--- config.mk ---
export PLATFORM = sky130hd
export DESIGN_NAME = icg_enable_ctrl
export DESIGN_NICKNAME = d
export VERILOG_FILES = /design/src/rtl/icg_enable_ctrl.sv
export SDC_FILE = /design/constraint.sdc
export NUM_CORES = 1
export LEC_CHECK = 0
export CORE_MARGIN = 4
export CORE_UTILIZATION = 41
export DETAILED_ROUTE_END_ITERATION = 8
export GPL_TIMING_DRIVEN = 0
export PLACE_DENSITY = 0.67
export SLEW_MARGIN = 20
export SYNTH_ARGS = -nofsm -noshare
export SYNTH_HDL_FRONTEND = slang
export SYNTH_SLANG_ARGS = --single-unit
--- constraint.sdc ---
create_clock -name CK -period 2.1 [get_ports CK]
set_input_delay 0.42 -clock CK [delete_from_list [all_inputs] [get_ports CK]]
set_output_delay 0.42 -clock CK [all_outputs]
set_load 0.02 [all_outputs]
--- src/rtl/icg_enable_ctrl.sv ---
// Enable generator for a TLATNCAX2 clock gate: drops E after a run of idle cycles and
// restores it through a fixed-length wake sequence that ends in a one-cycle wake_ack.
module icg_enable_ctrl #(
  parameter int unsigned IDLE_CYCLES = 16,
  parameter int unsigned WAKE_CYCLES = 2,
  parameter int unsigned CNT_W       = 5
) (
  input  logic             CK,
  input  logic             RN,
  input  logic             busy,
  input  logic             sleep_en,
  input  logic             wake_req,
  output logic             E,
  output logic             wake_ack,
  output logic             gated,
  output logic [CNT_W-1:0] idle_cnt
);

  localparam logic [CNT_W-1:0] IdleLast = CNT_W'(IDLE_CYCLES - 1);
  localparam logic [CNT_W-1:0] WakeLast = CNT_W'(WAKE_CYCLES - 1);

  typedef enum logic [1:0] {
    StRun   = 2'd0,
    StCount = 2'd1,
    StGated = 2'd2,
    StWake  = 2'd3
  } state_e;

  state_e state;
  logic   idle;

  assign idle = sleep_en & ~busy & ~wake_req;

  // All outputs are registered so E only moves right after a CK rising edge.
  always_ff @(posedge CK) begin
    if (!RN) begin
      state    <= StRun;
      E        <= 1'b1;
      gated    <= 1'b0;
      wake_ack <= 1'b0;
      idle_cnt <= '0;
    end else begin
      wake_ack <= 1'b0;
      unique case (state)
        StRun: begin
          if (idle) begin
            state    <= StCount;
            idle_cnt <= CNT_W'(1);
          end
        end
        StCount: begin
          // A non-idle sample wins over the terminal count.
          if (!idle) begin
            state    <= StRun;
            idle_cnt <= '0;
          end else if (idle_cnt == IdleLast) begin
            state    <= StGated;
            idle_cnt <= '0;
            E        <= 1'b0;
            gated    <= 1'b1;
          end else begin
            idle_cnt <= idle_cnt + CNT_W'(1);
          end
        end
        StGated: begin
          if (wake_req || busy || !sleep_en) begin
            state    <= StWake;
            idle_cnt <= '0;
            E        <= 1'b1;
            gated    <= 1'b0;
          end
        end
        StWake: begin
          // Inputs are ignored until the wake sequence completes.
          if (idle_cnt == WakeLast) begin
            state    <= StRun;
            idle_cnt <= '0;
            wake_ack <= 1'b1;
          end else begin
            idle_cnt <= idle_cnt + CNT_W'(1);
          end
        end
        default: begin
          state    <= StRun;
          idle_cnt <= '0;
          E        <= 1'b1;
          gated    <= 1'b0;
        end
      endcase
    end
  end

endmodule

==> results of run 1 <==
[report_power, final]
| group | total, mW | internal [mW] | switching (mW) | leakage [nW] |
|---|---|---|---|---|
| Clock | 0.132 | 0.0662 | 0.0656 | 0.0138 |
| Combinational | 0.0426 | 0.0238 | 0.0188 | 0.171 |
| Sequential | 0.195 | 0.192 | 0.00296 | 0.0812 |
[critical path: cells and delay by family (launching register included)]
| family | cells | cell delay [ns] |
|---|---|---|
| buffers and inverters | 1 | 0.08 |
| AO/OA/AOI/OAI | 2 | 0.48 |
| flip-flops | 1 | 0.40 |
| AND/OR/NAND/NOR | 3 | 0.45 |
| adder cells (fa/ha/maj) | 2 | 0.43 |
[layout make-up]
type | count | area (µm²) | area share
multi-input combinational | 48 | 369 | 0.487
sequential | 10 | 201 | 0.266
timing repair buffer | 12 | 120 | 0.158
clock buffer | 3 | 22.5 | 0.0297
tap | 15 | 18.8 | 0.0248
inverter | 4 | 15.0 | 0.0198
buffer | 2 | 11.3 | 0.0149
[sequential cells by signal, summed over array words and instances (netlist names), named ones only]
signal and flops:
gated 1, E 1, wake_ack 1, state 1, idle_cnt 5
[synthesized netlist by cell type (2+ instances only)]
cell type and instances:
ha_1 4, nand2_1 4, o21ai_0 3, o22ai_1 2, dfxtp_1 10, o2bb2ai_1 2
nor3b_1 3, a21oi_1 2, a21boi_0 2, nand3_1 4, nor2_1 4, and2_1 2
inv_1 4
[timing repair]
item	4_1_cts	5_1_grt
setup buffers	0	0
gates resized for setup	0	2
setup endpoints to repair	0	1
[metal layers]
layer,up-vias,global-route usage,share of wire
met4,0,0.0739,0.015
met2,9,0.203,0.45
li1,266,-,-
met3,2,0.0474,0.047
met5,-,0,0
met1,241,0.167,0.49
[cells by family (layout without fill, tap and decap cells)]
group,count (synthesis),in the layout,share of synthesized area
flops,10,10,0.338
simple gates,24,24,0.274
compound gates,17,17,0.213
buf+inv,6,21,0.0443
fa+ha+maj,5,5,0.101
xor+xnor,2,2,0.0295
[stage by stage]
stage | hold slack [ns] | power, mW
after floorplan | 0.496 | 0.223
after global placement | 0.508 | 0.241
after detailed placement | 0.513 | 0.241
after CTS | 0.522 | 0.373
after global routing | 0.532 | 0.387
final | 0.519 | 0.369
[path summary, 6_finish.rpt]
check,from,slack (ns),end,cells past startpoint
worst max register to register,idle_cnt[1],0.15,idle_cnt[2],8
worst max-delay path,idle_cnt[1],0.15,idle_cnt[2],8
worst min-delay path,idle_cnt[1],0.52,idle_cnt[1],1
worst min register to register,idle_cnt[1],0.52,idle_cnt[1],1
==> impl_metrics.py, run 1 <==
metrics = {
    "run_status": {
        "status": "finished clean",
    },
    "floorplanning": {
        "core_area_um2": 1330,
        "die_x_um": 46.0,
        "io-pin-count": 13,
        "initial_core_util": 0.445,
        "rows": 13,
        "die-area_um2": 2120,
        "die_h_um": 46.0,
    },
    "cts": {
        "cts_hold_buffers": 0,
        "cts_made_buffers": 3,
        "clkLatencyLatePin_ns": 0.26,
        "cts_root_buf": "clkbuf_4",
        "cts_sinks": 10,
        "htree_levels": 1,
        "cts_tree": "yes",
        "path_clk_slew_ns": 0.06,
        "cts.path.max_buffers": 2,
    },
    "layout": {
        "layout_commonest_cell": "clkdlybuf4s50_1",
        "stdcell_area_um2": 758,
        "final_net_count": 90,
        "final_cell_mix": "clkdlybuf4s50_1 (12), dfxtp_1 (9)",
        "drive_gt1_frac": 0.165,
        "final_cells": 94,
        "fin_util": 0.568,
        "num_antenna_cells": 0,
        "area_growth_pct": 27.8,
        "fillCellCount": 122,
    },
    "route": {
        "vias_per_cell": 5.51,
        "drt_iter0_drc": 3,
        "totalWireLength_mm": 1.24,
        "vias": 518,
        "drcViolationCount": 0,
        "wl_per_cell_um": 13.2,
        "postRouteAntennaNets": 0,
        "dr.pass1.iters": 4,
    },
    "global_route": {
        "grt-ovfl-total": 0,
        "grt_max_degree": 11,
        "antenna_found_initial": 0,
        "grt_pass1_vias": 461,
        "grt_usage": 0.136,
        "grt_first_pass_wirelength_mm": 2.04,
    },
    "yosys": {
        "syn_inst": 64,
        "ys_warn_count": 0,
        "syn_avg_cell_area_um2": 9.27,
        "ys_seq_area_frac": 0.338,
        "synth_edf_count": 0,
        "synth_cell_types": 31,
        "syn_area_um2": 593,
        "synth_ff_type": "dfxtp_1",
        "ys_seq_elements": 10,
        "synth_top_cell_area_share": 0.338,
        "synthArstFlopShare": 0,
        "yosys-top-cells-area": "dfxtp_1 (34%), ha_1 (8.4%), nor3b_1 (3.8%), nand3_1 (3.4%), o2bb2ai_1 (3.0%)",
        "syn-num-nets": 73,
        "synth_top_area_cell": "dfxtp_1",
    },
    "critical_path": {
        "slowest_delay_ns": 0.40,
        "worstPathArrival_ns": 2.11,
        "start_kind": "flip-flop",
        "worstPathMaxFanout": 5,
        "worstPathRequired_ns": 2.25,
        "crit_chain": "ha_1 -> nand3_1 -> inv_1 -> ha_2 -> and4bb_2 -> a2bb2oi_2 -> nor3b_1 -> a211o_1",
        "crit_type": "reg -> reg",
        "slowest_stage": "dfxtp_1",
        "endpoint_kind": "flip-flop",
    },
    "placement": {
        "placedCellCount": 91,
        "dp_hpwl_um": 905,
        "finalWeightedCongestion": 0.765,
        "pre_cts_ws_ns": -0.0959,
        "postPlaceCellArea_um2": 732,
        "io_buffers": 12,
    },
    "timing": {
        "finalCritPeriodShare": 0.930,
        "rsz0062_at_grt": "no",
        "tightest_slew_ns": 0.605,
        "slew_headroom": 0.596,
        "finalSetupViolations": 0,
        "report.final.slew_viol_count": 0,
        "fin_crit_ns": 1.95,
        "fmax_ghz": 0.512,
        "final_hold_viol_count": 0,
        "fin_skew_ns": 0.00324,
        "fin_setup_tns_ns": 0,
        "setup_ws_ns": 0.147,
    },
    "power": {
        "ir_worst_vdd_uv": 318,
        "cellPowerDensity_nw_per_um2": 487,
        "power.leakage_nw": 0.266,
    },
    "job": {
        "drv_cap": 0,
    },
    "hold_path": {
        "hold_path.class": "reg -> reg",
    },
}
Power figures use the tool's default switching activity.
==> inputs of run 2 (changes only) <==
--- a/config.mk
+++ b/config.mk
@@ -5,7 +5,6 @@
 export SDC_FILE = /design/constraint.sdc
 export NUM_CORES = 1
 export LEC_CHECK = 0
-export CORE_MARGIN = 4
 export CORE_UTILIZATION = 41
 export DETAILED_ROUTE_END_ITERATION = 8
 export GPL_TIMING_DRIVEN = 0
==> impl_metrics.py, run 2 (same netlist as run 1, synthesis figures left out) <==
metrics = {
    "cts": {
        "clkLatencyLatePin_ns": 0.27,
        "path_clk_slew_ns": 0.06,
        "post_cts_buffers": 0,
        "cts.path.max_buffers": 2,
        "cts_made_buffers": 3,
        "cts_tree": "yes",
        "cts_sinks": 10,
        "cts_root_buf": "clkbuf_4",
        "htree_levels": 1,
    },
    "timing": {
        "final_hold_viol_count": 0,
        "report.final.slew_viol_count": 0,
        "finalCritPeriodShare": 0.922,
        "fmax_ghz": 0.517,
        "fin_crit_ns": 1.94,
        "tightest_slew_ns": 0.619,
        "hold_ws_ns": 0.514,
        "finalSetupViolations": 0,
        "slew_headroom": 0.586,
        "fin_skew_ns": 0.00509,
        "rsz0062_at_grt": "no",
    },
    "layout": {
        "multi_input_area_um2": 380,
        "fillCellCount": 124,
        "top_register": "idle_cnt",
        "final_cell_mix": "clkdlybuf4s50_1 (12), dfxtp_1 (9)",
        "layout_commonest_cell": "clkdlybuf4s50_1",
        "regArea_um2": 201,
        "area_growth_pct": 29.7,
        "largest_register_ffs": 5,
        "drive_gt1_frac": 0.165,
        "fin_util": 0.584,
        "num_antenna_cells": 0,
        "final_net_count": 90,
    },
    "critical_path": {
        "worstPathArrival_ns": 2.09,
        "crit_type": "reg -> reg",
        "reg2regPathDepth": 8,
        "reg2reg_slack_ns": 0.16,
        "endpoint_kind": "flip-flop",
        "worstReg2RegStart": "idle_cnt[1]",
        "slowest_stage": "dfxtp_1",
        "slowest_delay_ns": 0.38,
        "crit_chain": "ha_1 -> nand3_1 -> inv_1 -> ha_2 -> and4bb_2 -> a2bb2oi_4 -> nor3b_1 -> a211o_1",
        "reg2reg_to": "idle_cnt[2]",
        "worstPathRequired_ns": 2.26,
        "worstPathMaxFanout": 5,
        "start_kind": "flip-flop",
    },
    "global_route": {
        "grt_pass1_vias": 447,
        "antenna_found_initial": 0,
        "grt_usage": 0.196,
        "grt_first_pass_wirelength_mm": 1.99,
        "grt-ovfl-total": 0,
        "grt_max_degree": 11,
    },
    "hold_path": {
        "holdPathEnd": "idle_cnt[1]",
        "hp-start": "idle_cnt[1]",
        "min_path_cells": 1,
        "hold_path.class": "reg -> reg",
    },
    "floorplanning": {
        "core_area_um2": 1320,
        "rows": 13,
        "initial_core_util": 0.450,
        "die_x_um": 40.0,
        "die-area_um2": 1600,
        "die_h_um": 40.0,
        "io-pin-count": 13,
    },
    "route": {
        "postRouteAntennaNets": 0,
        "totalWireLength_mm": 1.20,
        "drcViolationCount": 0,
        "vias": 531,
        "drt_iter0_drc": 7,
        "wl_per_cell_um": 12.8,
        "dr.pass1.iters": 4,
        "vias_per_cell": 5.65,
    },
    "placement": {
        "io_buffers": 12,
        "dp_hpwl_um": 829,
        "finalWeightedCongestion": 0.776,
    },
    "power": {
        "cellPowerDensity_nw_per_um2": 490,
        "ir_worst_vdd_uv": 291,
        "power.leakage_nw": 0.272,
    },
    "job": {
        "drv_cap": 0,
    },
    "run_status": {
        "status": "finished clean",
    },
}
## run 2: cell counts in the layout (fill, tap and decap cells not counted)
Identical to the previous run, type by type.
## run 2: timing repair
item,4_1_cts,5_1_grt
hold buffers,0,0
gates resized for setup,0,3
endpoints found under the setup margin,0,1
## run 2: stage by stage
| step | setup WS (ns) | power (mW) | setup TNS (ns) | instance area, µm² | instances |
|---|---|---|---|---|---|
| floorplan | 0.135 | 0.223 | 0 | 593 | 64 |
| global placement | -0.0589 | 0.241 | -0.183 | 732 | 91 |
| detailed placement | -0.0306 | 0.241 | -0.0669 | 732 | 91 |
| CTS | 0.0642 | 0.374 | 0 | 754 | 94 |
| global route | 0.0305 | 0.395 | 0 | 769 | 94 |
| finish | 0.164 | 0.377 | 0 | 769 | 94 |
## run 2: critical path, delay by kind of cell (launching register included)
kind | cells | cell delay [ns]
flops | 1 | 0.38
fa+ha+maj | 2 | 0.43
buf+inv | 1 | 0.09
simple gates | 3 | 0.46
compound gates | 2 | 0.45
## run 2: worst max path at each step
stage / cells after the start / from / end / slack, ns
floorplan: 8 / idle_cnt[0] / idle_cnt[2] / 0.14
global placement: 5 / sleep_en / idle_cnt[4] / -0.06
detailed placement: 5 / busy / idle_cnt[2] / -0.03
CTS: 8 / idle_cnt[0] / idle_cnt[2] / 0.06
global route: 8 / idle_cnt[1] / idle_cnt[2] / 0.03
finish: 8 / idle_cnt[1] / idle_cnt[2] / 0.16
## run 2: layout make-up
cell class | instances | share of cell area
Timing Repair Buffer | 12 | 0.156
Multi-Input combinational cell | 48 | 0.494
Buffer | 2 | 0.0146
Inverter | 4 | 0.0195
Clock buffer | 3 | 0.0293
Sequential cell | 10 | 0.262
Tap cell | 15 | 0.0244
## run 2: power by group
group | internal, mW | switching [mW]
Sequential | 0.192 | 0.00305
Clock | 0.0664 | 0.0706
Combinational | 0.0250 | 0.0199
## run 2: routing by layer
layer / vias up / track usage / share of wire
li1: 268 / - / -
met1: 250 / 0.257 / 0.52
met2: 9 / 0.266 / 0.42
met3: 4 / 0.0667 / 0.035
met4: 0 / 0.129 / 0.022
met5: - / 0 / 0
